**src/rtl/mem_arbiter.sv**
```systemverilog
// Round-robin arbiter sharing one ideal_mem port pair between instruction fetch and data requesters.
// Optional MEM_ARB_WAIT_EN inserts WAIT_CYCLES wait cycles before each memory access.
module mem_arbiter #(
    parameter int ADDR_WIDTH  = 14,
    parameter int WAIT_CYCLES = 2
) (
    input  logic                  clk,
    input  logic                  rst_n,
    input  logic                  inst_req_valid,
    output logic                  inst_req_ready,
    input  logic [31:0]           inst_addr,
    output logic                  inst_resp_valid,
    input  logic                  inst_resp_ready,
    output logic [31:0]           inst_rdata,
    input  logic                  data_req_valid,
    output logic                  data_req_ready,
    input  logic [31:0]           data_addr,
    input  logic                  data_wen,
    input  logic [31:0]           data_wdata,
    input  logic [3:0]            data_wstrb,
    output logic                  data_resp_valid,
    input  logic                  data_resp_ready,
    output logic [31:0]           data_rdata,
    output logic [ADDR_WIDTH-3:0] mem_waddr,
    output logic [ADDR_WIDTH-3:0] mem_raddr,
    output logic                  mem_wren,
    output logic                  mem_rden,
    output logic [31:0]           mem_wdata,
    output logic [3:0]            mem_wstrb,
    input  logic [31:0]           mem_rdata
);

`ifdef MEM_ARB_WAIT_EN
    typedef enum logic [1:0] {IDLE, WAIT, ACCESS, RESP} state_t;
`else
    typedef enum logic [1:0] {IDLE, ACCESS, RESP} state_t;
`endif
    typedef enum logic {REQ_INST, REQ_DATA} req_t;

    state_t                state_q, state_d;
    req_t                  last_q, last_d;
    req_t                  owner_q, owner_d;
    logic [ADDR_WIDTH-3:0] addr_q, addr_d;
    logic                  wen_q, wen_d;
    logic [31:0]           wdata_q, wdata_d;
    logic [3:0]            wstrb_q, wstrb_d;
    logic [31:0]           rdata_q, rdata_d;
`ifdef MEM_ARB_WAIT_EN
    logic [3:0]            cnt_q, cnt_d;
`endif

    logic grant_inst, grant_data;
    logic unused_ok;

`ifdef MEM_ARB_WAIT_EN
    assign unused_ok = ^{inst_addr[31:ADDR_WIDTH], inst_addr[1:0],
                         data_addr[31:ADDR_WIDTH], data_addr[1:0]};
`else
    assign unused_ok = ^{inst_addr[31:ADDR_WIDTH], inst_addr[1:0],
                         data_addr[31:ADDR_WIDTH], data_addr[1:0], WAIT_CYCLES != 0};
`endif

    // Ties go to the requester that was not served last.
    always_comb begin
        grant_inst = 1'b0;
        grant_data = 1'b0;
        if (state_q == IDLE && rst_n) begin
            if (inst_req_valid && (!data_req_valid || last_q == REQ_DATA))
                grant_inst = 1'b1;
            else if (data_req_valid)
                grant_data = 1'b1;
        end
    end

    always_comb begin
        state_d         = state_q;
        last_d          = last_q;
        owner_d         = owner_q;
        addr_d          = addr_q;
        wen_d           = wen_q;
        wdata_d         = wdata_q;
        wstrb_d         = wstrb_q;
        rdata_d         = rdata_q;
`ifdef MEM_ARB_WAIT_EN
        cnt_d           = cnt_q;
`endif
        mem_wren        = 1'b0;
        mem_rden        = 1'b0;
        inst_resp_valid = 1'b0;
        data_resp_valid = 1'b0;
        inst_rdata      = '0;
        data_rdata      = '0;

        case (state_q)
            IDLE: begin
                if (grant_inst || grant_data) begin
                    if (grant_inst) begin
                        owner_d = REQ_INST;
                        addr_d  = inst_addr[ADDR_WIDTH-1:2];
                        wen_d   = 1'b0;
                        wdata_d = '0;
                        wstrb_d = '0;
                    end else begin
                        owner_d = REQ_DATA;
                        addr_d  = data_addr[ADDR_WIDTH-1:2];
                        wen_d   = data_wen;
                        wdata_d = data_wdata;
                        wstrb_d = data_wstrb;
                    end
`ifdef MEM_ARB_WAIT_EN
                    cnt_d   = 4'(WAIT_CYCLES);
                    state_d = WAIT;
`else
                    state_d = ACCESS;
`endif
                end
            end
`ifdef MEM_ARB_WAIT_EN
            WAIT: begin
                cnt_d = cnt_q - 4'd1;
                if (cnt_d == 4'd0)
                    state_d = ACCESS;
            end
`endif
            ACCESS: begin
                // Enables gated by rst_n so a reset landing here never commits a write.
                mem_rden = !wen_q && rst_n;
                mem_wren = wen_q && rst_n;
                rdata_d  = wen_q ? '0 : mem_rdata;
                state_d  = RESP;
            end
            RESP: begin
                if (owner_q == REQ_INST) begin
                    inst_resp_valid = 1'b1;
                    inst_rdata      = rdata_q;
                end else begin
                    data_resp_valid = 1'b1;
                    data_rdata      = rdata_q;
                end
                if ((owner_q == REQ_INST && inst_resp_ready) ||
                    (owner_q == REQ_DATA && data_resp_ready)) begin
                    last_d  = owner_q;
                    state_d = IDLE;
                end
            end
            default: state_d = IDLE;
        endcase
    end

    always_ff @(posedge clk) begin
        if (!rst_n) begin
            state_q <= IDLE;
            last_q  <= REQ_DATA;
            owner_q <= REQ_INST;
            addr_q  <= '0;
            wen_q   <= 1'b0;
            wdata_q <= '0;
            wstrb_q <= '0;
            rdata_q <= '0;
`ifdef MEM_ARB_WAIT_EN
            cnt_q   <= '0;
`endif
        end else begin
            state_q <= state_d;
            last_q  <= last_d;
            owner_q <= owner_d;
            addr_q  <= addr_d;
            wen_q   <= wen_d;
            wdata_q <= wdata_d;
            wstrb_q <= wstrb_d;
            rdata_q <= rdata_d;
`ifdef MEM_ARB_WAIT_EN
            cnt_q   <= cnt_d;
`endif
        end
    end

    assign inst_req_ready = grant_inst;
    assign data_req_ready = grant_data;
    assign mem_waddr      = addr_q;
    assign mem_raddr      = addr_q;
    assign mem_wdata      = wdata_q;
    assign mem_wstrb      = wstrb_q;

endmodule

```
**config.mk**
```make
export PLATFORM = sky130hd
export DESIGN_NAME = mem_arbiter
export DESIGN_NICKNAME = d
export VERILOG_FILES = /design/src/rtl/mem_arbiter.sv
export SDC_FILE = /design/constraint.sdc
export NUM_CORES = 1
export LEC_CHECK = 0
export CAP_MARGIN = 10
export CORE_MARGIN = 2
export CORE_UTILIZATION = 37
export CTS_BUF_LIST = sky130_fd_sc_hd__clkbuf_4
export CTS_CLUSTER_DIAMETER = 80
export CTS_CLUSTER_SIZE = 8
export DETAILED_ROUTE_END_ITERATION = 16
export PLACE_DENSITY_LB_ADDON = 0.2
export SKIP_CTS_REPAIR_TIMING = 1
export SYNTH_ARGS = -nofsm -noshare
export SYNTH_HDL_FRONTEND = slang
export SYNTH_SLANG_ARGS = --single-unit
```
**constraint.sdc**
```tcl
create_clock -name clk -period 1.65 [get_ports clk]
set_clock_uncertainty 0.1 [all_clocks]
set_input_delay 0.165 -clock clk [delete_from_list [all_inputs] [get_ports clk]]
set_output_delay 0.165 -clock clk [all_outputs]
set_load 0.01 [all_outputs]
```
==> flow_summary.yaml, run 1 <==
outcome:
  status: "complete, but fails checks"
  violations: "negative setup slack"
setup_path:
  critical_path.max_fanout: 5
  crit_path_end_kind: "output port"
  crit_path_start_kind: "flop"
  critPathKind: "reg2out"
  cp.required_ns: 1.38
  critical_path.max_stage_delay_ns: 0.34
  critical_path.most_common_cell: "buf_6"
  arrival_ns: 1.59
  worstPathCellList: "and2b_4 -> buf_6 -> clkbuf_16 -> and3_4 -> buf_6"
  cpMaxStageDelayCell: "dfxtp_2"
global_route:
  grt_pass1_wl_mm: 19.90
  overflow: 0
  grt_pass1_vias: 3982
  grt_max_degree: 69
  grt.total_usage_pct: 21.48
  antenna_found_initial: 0
clock_network:
  tritoncts.num_buffers: 9
  ctsRootBufferMaster: "clkbuf_4"
  htree_levels: 3
  clk_pin_slew_ns: 0.12
  cts_sinks: 85
  insertion_delay_ns: 0.40
  clk_path_buf_depth: 2
  cts_tree: "done"
die:
  pin_count: 269
  fp-row-count: 37
  initial_core_util_pct: 38.33
  core_sq_um: 10420
  die_w_um: 107.9
  die_area_sq_um: 11640
  die_y_um: 107.9
power:
  cellLeakagePower_nw: 3.456
  power.internal_mw: 3.843
  swShare_pct: 25.97
  ir_drop_mv: 0.3511
  power_frac_seq_pct: 43.8
  switchingPower_mw: 1.348
  powerDensity_nw_per_um2: 737.6
  power_frac_clock_pct: 30.5
  comb_power_share_pct: 25.8
layout:
  regArea_sq_um: 1709
  drive_gt1_share_pct: 26.83
  diodes: 0
  nFillCells: 857
  nNetsFinal: 807
  area_delta_synth_final_pct: 76.28
  multi_input_comb_area_sq_um: 2095
routing:
  final_antenna_net_count: 0
  via_count: 4349
  firstDrtPassIters: 4
  drtIter0Drc: 295
  routed-wl-met2_mm: 7.416
  vias_per_cell: 5.389
  drc_errors: 0
  totalWireLength_mm: 15.06
  top_layer_used: "met4"
  post_drt_wl_per_cell_um: 18.66
  wl_met1_mm: 6.052
  wl_met3_mm: 1.334
place:
  dp_slack_ns: -0.2095
  dp_hpwl_mm: 9.300
  io_buffers: 228
  place_congestion: 0.7650
synthesis:
  yosys_warnings: 0
  synth.net_count: 584
  syn_inst: 445
  syn_area_per_cell_sq_um: 8.972
  syn_area_sq_um: 3993
  synth-seq-cells: 85
  ys_types: 29
  yosysSeqAreaShare_pct: 42.62
sta:
  fin_crit_sh_pct: 112.3
  finalSetupViolCount: 87
  tns_ns: -12.97
  worst_pin_slew_ns: 0.3849
  rsz0062_at_grt: "true"
  finalWorstSetupSlack_ns: -0.2029
  maxSlewHeadroom_pct: 74.34
  slew_viol_final: 0
  timing.fmax_ghz: 0.5397
  timing.final.crit_period_ns: 1.853
  report.final.hold_viol_count: 0
min_path:
  hold_class: "in2reg"
job:
  drv_cap: 0
==> cell type report <==
class                   count  share of cell area, %
multi-input cells         281                  29.76
repair buffers            277                  40.05
well taps                 136                  2.418
flip-flops and latches     85                  24.28
clock inverters             5                  1.778
clock buffers               9                 0.9600
inverters                  14                 0.7467
==> cell families (layout without fill, tap and decap cells) <==
family	count (synthesis)	in the layout	share of synthesized area (%)
AO/OA/AOI/OAI	150	150	27.01
buffers and inverters	81	305	10.12
flip-flops	85	85	42.62
multiplexers	1	1	0.2507
AND/OR/NAND/NOR	128	130	19.99
==> synthesized netlist by cell type <==
cell type  instances  area share (%)
buf_4             17             3.2
dfxtp_1           85              43
and2b_1            1            0.19
clkbuf_1          31             2.9
a21boi_1           6             1.1
nand3b_1           1            0.19
and2_1             3            0.47
nand3_1           37             4.6
o21ai_2            1            0.22
o311a_1           12             3.0
o21a_1             1            0.19
buf_6              2            0.56
buf_2             17             2.1
a22o_1            32             7.0
mux2i_1            1            0.25
nor2_1             1           0.094
and4_1            12             2.6
o21ai_0           38             4.8
a21oi_1            3            0.38
or3b_4             1            0.28
nand2b_1           1            0.16
and3_1            66              10
a31oi_1           13             2.0
nor3b_2            1            0.31
a21boi_0          32             6.0
o21bai_1          12             2.3
and3b_1            1            0.22
inv_1             14             1.3
nor2b_1            3            0.47
==> routing by layer <==
metal	track usage, %	up-vias
met1	25.97	2059
met3	6.780	22
met5	0	-
met2	36.34	190
met4	6.502	0
li1	-	2078
==> worst paths after layout <==
kind | startpoint | cells after the start | end | slack (ns)
worst max-delay path | state_q[0]$_SDFFE_PN0P_ | 5 | inst_rdata[30] | -0.20
worst min-delay path | rst_n | 3 | last_q$_SDFFE_PN1P_ | 0.08
worst max register to register | state_q[0]$_SDFFE_PN0P_ | 6 | mem_raddr[0]$_SDFFE_PN0P_ | -0.12
worst min register to register | mem_wdata[2]$_SDFFE_PN0P_ | 2 | mem_wdata[2]$_SDFFE_PN0P_ | 0.38
==> metrics by stage <==
step	instance area, sq um	utilization [%]	cells	total power [mW]	hold WS [ns]
after floorplan	3993	-	445	2.834	0.1976
after global routing	7038	67.57	807	5.404	0.07283
final	7038	67.57	807	5.191	0.07527
after global placement	6384	61.29	771	3.389	0.3583
after CTS	6576	63.14	785	5.000	0.03425
after detailed placement	6384	61.29	771	3.415	0.3679
==> critical path, delay by kind of cell (launching register included) <==
| kind | cells | cell delay (ns) |
|---|---|---|
| simple gates | 2 | 0.48 |
| buf+inv | 3 | 0.37 |
| flops | 1 | 0.34 |
==> registers in the layout, indices dropped and copies added, names as in the netlist <==
name	cells
mem_wdata	32
rdata_q	32
mem_raddr	12
mem_wstrb	4
state_q	2
last_q	1
owner_q	1
wen_q	1
==> cell usage in the layout, fill, tap and decap left out, drive strengths merged <==
cell type / count
or3b: 3
buf: 113
nand3: 37
o21ai: 39
nor2b: 3
dfxtp: 85
and4: 12
mux2i: 1
nor2: 1
clkinv: 1
and3b: 1
and2b: 1
and3: 66
bufinv: 4
dlymetal6s2s: 27
nand2b: 1
a31oi: 13
nand3b: 1
clkdlybuf4s50: 130
o311a: 12
inv: 14
o21bai: 12
and2: 3
a21oi: 3
o21a: 1
a22o: 32
clkbuf: 16
nor3b: 1
a21boi: 38
==> power by group through the flow <==
stage / combinational (mW) / sequential (mW) / clock [mW]
floorplan: 0.521 / 2.31 / 0
global placement: 1.09 / 2.30 / 0
detailed placement: 1.11 / 2.31 / 0
CTS: 1.11 / 2.26 / 1.63
global route: 1.42 / 2.29 / 1.70
finish: 1.34 / 2.27 / 1.58
Power figures use the tool's default switching activity.
==> run 2, diff against run 1 <==
--- a/config.mk
+++ b/config.mk
@@ -6,8 +6,10 @@
 export NUM_CORES = 1
 export LEC_CHECK = 0
 export CAP_MARGIN = 10
+export CELL_PAD_IN_SITES_DETAIL_PLACEMENT = 1
+export CELL_PAD_IN_SITES_GLOBAL_PLACEMENT = 1
 export CORE_MARGIN = 2
-export CORE_UTILIZATION = 37
+export CORE_UTILIZATION = 25
 export CTS_BUF_LIST = sky130_fd_sc_hd__clkbuf_4
 export CTS_CLUSTER_DIAMETER = 80
 export CTS_CLUSTER_SIZE = 8
@@ -17,3 +19,4 @@
 export SYNTH_ARGS = -nofsm -noshare
 export SYNTH_HDL_FRONTEND = slang
 export SYNTH_SLANG_ARGS = --single-unit
+export TNS_END_PERCENT = 30
==> run 2 against run 1 <==
The run still ends with negative setup slack left. Combinational power shrank 5%. Cell count grew 9.3%. Core utilization shrank 23 points. Sequential power is essentially flat. Non-clock buffer count shrank 1. Wire length grew 12%. Worst hold slack gained 0.012 ns. Largest power group unchanged.
==> flow_summary.yaml, run 2 (synthesized netlist as in run 1, its figures left out) <==
outcome:
  status: "complete, but fails checks"
  violations: "negative setup slack"
power:
  p_total_mw: 4.554
  ir_drop_mv: 0.2933
  swShare_pct: 29.45
  switchingPower_mw: 1.341
  power_frac_seq_pct: 50.0
  comb_power_share_pct: 27.8
  power.internal_mw: 3.213
  power_frac_clock_pct: 22.1
  cellLeakagePower_nw: 3.939
  powerDensity_nw_per_um2: 646.6
setup_path:
  ff2ff_setup_slack_ns: -0.15
  arrival_ns: 1.71
  crit-reg2reg-launch: "state_q[0]$_SDFFE_PN0P_"
  crit_path_start_kind: "flop"
  cpMaxStageDelayCell: "dfxtp_2"
  critical_path.max_stage_delay_ns: 0.33
  critPathKind: "reg2out"
  critical_path.most_common_cell: "buf_6"
  worstPathCellList: "and2b_4 -> buf_6 -> clkbuf_16 -> buf_6 -> and3_4 -> buf_6"
  critical_path.max_fanout: 7
  crit_path_end_kind: "output port"
  cp.required_ns: 1.38
  worstRegToRegCells: 7
  r2r_end: "mem_raddr[1]$_SDFFE_PN0P_"
die:
  core_sq_um: 15770
  fp-row-count: 46
  die_w_um: 130.4
  initial_core_util_pct: 25.32
  die_area_sq_um: 17000
  die_y_um: 130.4
  pin_count: 269
place:
  dpl-instance-area_sq_um: 6496
  dp_slack_ns: -0.2415
  place_congestion: 0.7719
  dp_hpwl_mm: 11.13
  io_buffers: 228
sta:
  rsz0062_at_grt: "true"
  slew_viol_final: 0
  whs_ns: 0.08691
  maxSlewHeadroom_pct: 59.33
  fin_crit_sh_pct: 119.7
  timing.fmax_ghz: 0.5063
  finalWorstSetupSlack_ns: -0.3252
  timing.final.crit_period_ns: 1.975
  worst_pin_slew_ns: 0.6100
  report.final.hold_viol_count: 0
  finalSetupViolCount: 110
job:
  drv_cap: 0
routing:
  via_count: 4406
  final_antenna_net_count: 0
  drc_errors: 0
  firstDrtPassIters: 4
  drtIter0Drc: 193
  vias_per_cell: 4.995
  totalWireLength_mm: 16.82
  post_drt_wl_per_cell_um: 19.07
global_route:
  overflow: 0
  antenna_found_initial: 1
  grt_pass1_vias: 4333
  grt_pass1_wl_mm: 23.90
  grt.total_usage_pct: 17.96
  grt_max_degree: 65
clock_network:
  ctsRootBufferMaster: "clkbuf_4"
  tritoncts.num_buffers: 9
  clk_path_buf_depth: 2
  clk_pin_slew_ns: 0.12
  cts_tree: "done"
  htree_levels: 3
  insertion_delay_ns: 0.43
  cts_sinks: 85
min_path:
  whs_path_depth: 3
  holdPathEnd: "mem_wdata[3]$_SDFFE_PN0P_"
  min_from: "rst_n"
  hold_class: "in2reg"
layout:
  diodes: 0
  drive_gt1_share_pct: 27.18
  layout_commonest_cell: "clkdlybuf4s50_1"
  nNetsFinal: 804
  area_delta_synth_final_pct: 76.40
  layout_common_cells: "clkdlybuf4s50_1 (97), dfxtp_1 (73), dlymetal6s2s_1 (60)"
  nFillCells: 1815
  multi_input_comb_area_sq_um: 2085
  regArea_sq_um: 1717
  design_area_sq_um: 7043
## run 2: cell types whose count changed in the layout (fill, tap and decap cells not counted), sizes merged
cell	change
clkdlybuf4s50	-33
dlymetal6s2s	+33
bufinv	-4
or3b	-2
buf	+1
clkbuf	+1
clkinv	-1
## run 2: how the worst max path moves through the flow
stage	from	end	slack [ns]	depth (start not counted)
after floorplan	state_q[1]$_SDFFE_PN0P_	mem_raddr[10]$_SDFFE_PN0P_	0.20	5
after global placement	state_q[0]$_SDFFE_PN0P_	mem_rden	-0.21	4
after detailed placement	state_q[0]$_SDFFE_PN0P_	mem_rden	-0.24	4
after CTS	state_q[0]$_SDFFE_PN0P_	mem_rden	-0.77	4
after global routing	state_q[0]$_SDFFE_PN0P_	inst_rdata[22]	-0.41	6
final	state_q[0]$_SDFFE_PN0P_	inst_rdata[16]	-0.33	6
## run 2: critical path, delay by kind of cell (launching register included)
kind	cells	cell delay, ns
flip-flops	1	0.33
AND/OR/NAND/NOR	2	0.48
buffers and inverters	4	0.46
## run 2: cell type report
class / instances / area share [%]
inverter: 14 / 0.7461
clock buffer: 12 / 1.279
multi-input combinational: 279 / 29.60
timing repair buffer: 276 / 40.17
tap: 216 / 3.837
sequential: 85 / 24.37
## run 2: stage by stage
step | cells | TNS (ns) | utilization, %
6_report | 882 | -18.55 | 44.66
5_1_grt | 882 | -29.07 | 44.66
4_1_cts | 863 | -57.28 | 41.76
3_5_place_dp | 851 | -19.22 | 41.19
3_3_place_gp | 851 | -12.60 | 41.19
2_1_floorplan | 445 | 0 | -
## run 2: layer usage
metal / track usage [%] / part of all wire (%) / vias up / wire, um
met2: 30.15 / 49 / 167 / 8301
met5: 0 / 0.065 / - / 11
li1: - / - / 2063 / -
met4: 6.946 / 2.6 / 2 / 439
met3: 6.678 / 8.4 / 34 / 1409
met1: 20.92 / 40 / 2140 / 6660
## run 2: power by group through the flow
stage,Sequential (mW),Combinational (mW),Clock (mW)
2_1_floorplan,2.31,0.521,0
3_3_place_gp,2.31,1.13,0
3_5_place_dp,2.32,1.15,0
4_1_cts,2.27,1.16,1.08
5_1_grt,2.30,1.37,1.16
6_report,2.28,1.27,1.01
==> RTL change 1, RTL diff (config.mk and constraints of run 1) <==
The option `MEM_ARB_WAIT_EN` is turned on by a define.
--- a/src/rtl/mem_arbiter.sv
+++ b/src/rtl/mem_arbiter.sv
@@ -1,5 +1,7 @@
 // Round-robin arbiter sharing one ideal_mem port pair between instruction fetch and data requesters.
 // Optional MEM_ARB_WAIT_EN inserts WAIT_CYCLES wait cycles before each memory access.
+`define MEM_ARB_WAIT_EN
+
 module mem_arbiter #(
     parameter int ADDR_WIDTH  = 14,
     parameter int WAIT_CYCLES = 2
Function: changed (Yosys sat finds a counterexample within 4 cycles, from zero or initial values and one cycle with rst_n low).
==> RTL change 1 against run 1 <==
The run still ends with setup timing left; combinational power rose by 100%; worst setup slack got worse by 0.071 ns; fmax down 3.7%; cell area grew 2.1%; sequential cell count grew 4; non-clock buffer count fell by 4; area after synthesis is 0.56% lower; routed wire length shrank 9.5%; die area shrank 0.55%; power up 25%; largest cell class unchanged.
==> RTL change 1: results (changes against run 1) <==
Status
  – Outcome: finished with violations
  – Failing checks: setup timing

Timing
  – Relative slew slack: 76.5% (+2.1 points)
  – Final WS setup: -0.274 ns (-0.0714 ns)
  – Count of final setup violators: 124 (+43%)

Power
  – Peak supply drop: 0.000573 V (+63%)
  – Sw Ratio: 34.6% (+8.6 points)
  – Pleak: 4.17 nW (+21%)

Worst setup path
  – R2R Path End: mem_raddr[4]$_SDFFE_PN0P_
  – Delay-heaviest family, CP: flip-flops
  – Flop-to-flop setup slack: -0.15 ns (-0.03 ns)
  – Worst-path fanout max: 6 (+1)
  – Critical Path Sink: inst_rdata[25]
  – Reg-to-Reg Start: state_q[1]$_SDFFE_PN0P_
  – FF-to-FF path depth: 9 (+3)
  – Worst path max stage delay: 0.38 ns (+0.04 ns)

Finish
  – Register share of the cell area: 25.1% (+0.78 points)
  – Fill count: 798 (-6.9%)
  – Final core utilization: 69.3% (+1.7 points)
  – Comb_multi_in: 267 (-5.0%)
  – Nets: 793 (-1.7%)
  – Share of cells above drive strength 1: 31.4% (+4.6 points)
  – CLK BUF: 10 (+1)
  – Logic inverters: 7 (-7)
  – Clock buf/inv share: 1.67% (-1.1 points)
  – Non-clock buffer count: 273 (-1.4%)
  – Non-clock buffer share: 39.2% (-0.81 points)

Placement
  – DP Worst Slack: -0.249 ns (-0.0394 ns)
  – DP Wirelength: 8820 µm (-5.1%)

Synthesis
  – #FFs+latches synth: 89 (+4.7%)
  – Synth top area cells: dfxtp_1, a22o_1, a22oi_1
  – Post-synthesis compound-gate area fraction: 20.8% (-6.2 points)
  – Synth Area in Adders: 2.21% (+2.2 points)
  – Synthesized net count: 558 (-4.5%)
  – Post-synth cell types: 32 (+10%)

Global routing
  – GRT Total Usage: 20.1% (-1.4 points)
  – Largest net degree at the start of global routing: 42 (-39%)
  – Number of global-route vias before repair: 3755 (-5.7%)
  – First-pass GRT wire length: 18400 µm (-7.6%)

CTS
  – Clk pin slew, worst setup/hold paths: 0.14 ns (+0.02 ns)

Detailed routing
  – DR iter-0 viols: 166 (-44%)
  – Via-per-instance ratio: 5.08 (-5.8%)
RTL change 1: power groups by stage:
stage | sequential [W] | combinational [W] | clock, W
floorplan | 0.00271 | 0.00118 | 0
global placement | 0.00269 | 0.00207 | 0
detailed placement | 0.00271 | 0.00212 | 0
CTS | 0.00266 | 0.00213 | 0.00114
global route | 0.00274 | 0.00288 | 0.00123
finish | 0.00271 | 0.00268 | 0.00111
RTL change 1: metal layers:
metal | share of wire (%) | vias up | GRT usage [%]
met2 | 50 | 179 | 33.6
met3 | 9.0 | 23 | 5.69
met4 | 2.2 | 0 | 9.07
li1 | - | 1911 | -
met5 | 0 | - | 0
met1 | 39 | 1887 | 23.8
RTL change 1: per-stage QoR:
step,instance area [µm²],setup TNS (ns),cells
detailed placement,6370,-20.15,752
global placement,6370,-16.32,752
finish,7180,-13.89,788
CTS,6490,-59.41,768
global route,7180,-24.04,788
floorplan,3980,0,412
RTL change 1: tightest hold or removal path, cell delays in order:
cell	delay, ns
buf_2	0.19
buf_4	0.23
o21ai_0	0.09
==> RTL change 2, RTL diff (config.mk and constraints of run 1) <==
Without the edit above. `rdata_q` no longer has a reset.
--- a/src/rtl/mem_arbiter.sv
+++ b/src/rtl/mem_arbiter.sv
@@ -156,7 +156,6 @@
             wen_q   <= 1'b0;
             wdata_q <= '0;
             wstrb_q <= '0;
-            rdata_q <= '0;
 `ifdef MEM_ARB_WAIT_EN
             cnt_q   <= '0;
 `endif
@@ -168,11 +167,14 @@
             wen_q   <= wen_d;
             wdata_q <= wdata_d;
             wstrb_q <= wstrb_d;
-            rdata_q <= rdata_d;
 `ifdef MEM_ARB_WAIT_EN
             cnt_q   <= cnt_d;
 `endif
         end
+    end
+
+    always_ff @(posedge clk) begin
+        rdata_q <= rdata_d;
     end
 
     assign inst_req_ready = grant_inst;
Behaviour: no difference found for any inputs over 10 cycles, from zero or initial values and one cycle with rst_n low; that may be too few to reach the edited logic, so the function may still have changed.
==> RTL change 2 against run 1 <==
The flow still finishes with violations (setup timing); worst setup slack got worse by 0.028 ns; power decreased by 1.1%; highest routed layer unchanged; register-to-register slack worse by 0.02 ns; global-route usage is 0.57 points lower; die area up 5.2%; area after synthesis up 5.4%; routed wire length grew 0.47%; cell area grew 2.0%; critical endpoint is now data_rdata[4]; sequential cell count stayed put.
==> RTL change 2: results (changes against run 1) <==
Status
  – Outcome: finished with violations
  – Failing checks: setup timing

Timing
  – Hold_ws: 0.145 ns (+0.0693 ns)
  – Least-Margin Pin Slew: 0.433 ns (+0.0479 ns)
  – Count of final setup violators: 116 (+33%)
  – Final WS setup: -0.231 ns (-0.0283 ns)

Worst setup path
  – Worst-path fanout max: 8 (+3)
  – Flop-to-flop setup slack: -0.14 ns (-0.02 ns)
  – Critical Path Sink: data_rdata[4]
  – R2R Path End: mem_raddr[4]$_SDFFE_PN0P_

Synthesis
  – Mux share of post-synthesis cell area: 0.238% (-0.013 points)
  – Post-synthesis compound-gate area fraction: 19.0% (-8.0 points)
  – Synth top cells by count: and3_1, dfxtp_1, o21ai_0
  – Synth top area cells: dfxtp_1, edfxtp_1, and3_1
  – Sequential area share after synthesis: 48.1% (+5.4 points)
  – Post-synth EDFFs: 32 (+32)
  – Post-synth cell types: 28 (-3.4%)
  – Post-Syn Instances: 440 (-1.1%)

Finish
  – CLK BUF: 10 (+1)
  – Clock buf/inv share: 2.13% (-0.61 points)
  – Final core utilization: 65.4% (-2.2 points)
  – FF+latch area: 0.00204 mm² (+19%)
  – Non-clock buffer share: 39.0% (-1.1 points)
  – Comb_multi_in: 279 (-0.71%)
  – Nets: 808 (+0.12%)

CTS
  – Clock Latency Late Sink: 0.45 ns (+0.05 ns)
  – Clk pin slew, worst setup/hold paths: 0.14 ns (+0.02 ns)

Placement
  – Post-Place Cells: 778 (+0.91%)
  – Area post-placement: 0.00666 mm² (+4.4%)
  – RePlAce Congestion: 0.793 (+3.7%)
  – DP Wirelength: 9580 µm (+3.0%)
  – DP Worst Slack: -0.172 ns (+0.0379 ns)

Global routing
  – Largest net degree at the start of global routing: 67 (-2.9%)
  – First-pass GRT wire length: 20600 µm (+3.5%)
  – GRT Total Usage: 20.9% (-0.57 points)
  – Number of global-route vias before repair: 3985 (+0.075%)

Detailed routing
  – Avg WL per Cell: 18.6 µm (-0.39%)
  – DR iter-0 viols: 271 (-8.1%)
  – WL final: 15100 µm (+0.47%)
  – Metal1 wirelength: 6470 µm (+7.0%)

Floorplan
  – Die area: 0.0122 mm² (+5.2%)

Worst hold path
  – WHS Endpoint: mem_wstrb[1]$_SDFFE_PN0P_
==> RTL change 2: cells by family after synthesis <==
group / after synthesis
mux: 1
flops: 85
compound gates: 118
simple gates: 160
buf+inv: 76
==> RTL change 2: routing by layer <==
layer / track usage [%] / vias up
met3: 5.49 / 28
met5: 0 / -
met2: 36.0 / 176
met1: 24.3 / 1995
li1: - / 2042
met4: 9.42 / 0
==> RTL change 2: power by group through the flow <==
| stage | Combinational [W] | Sequential, W | Clock [W] |
|---|---|---|---|
| final | 0.00139 | 0.00240 | 0.00134 |
| after global placement | 0.00117 | 0.00243 | 0 |
| after global routing | 0.00148 | 0.00242 | 0.00143 |
| after CTS | 0.00120 | 0.00239 | 0.00136 |
| after floorplan | 0.000536 | 0.00245 | 0 |
| after detailed placement | 0.00119 | 0.00244 | 0 |
==> RTL change 2: critical path, cell delays in order, from the launching register on <==
cell	delay (ns)
dfxtp_2	0.38
nor2b_4	0.17
buf_12	0.15
buf_6	0.14
and3_1	0.18
clkbuf_2	0.15
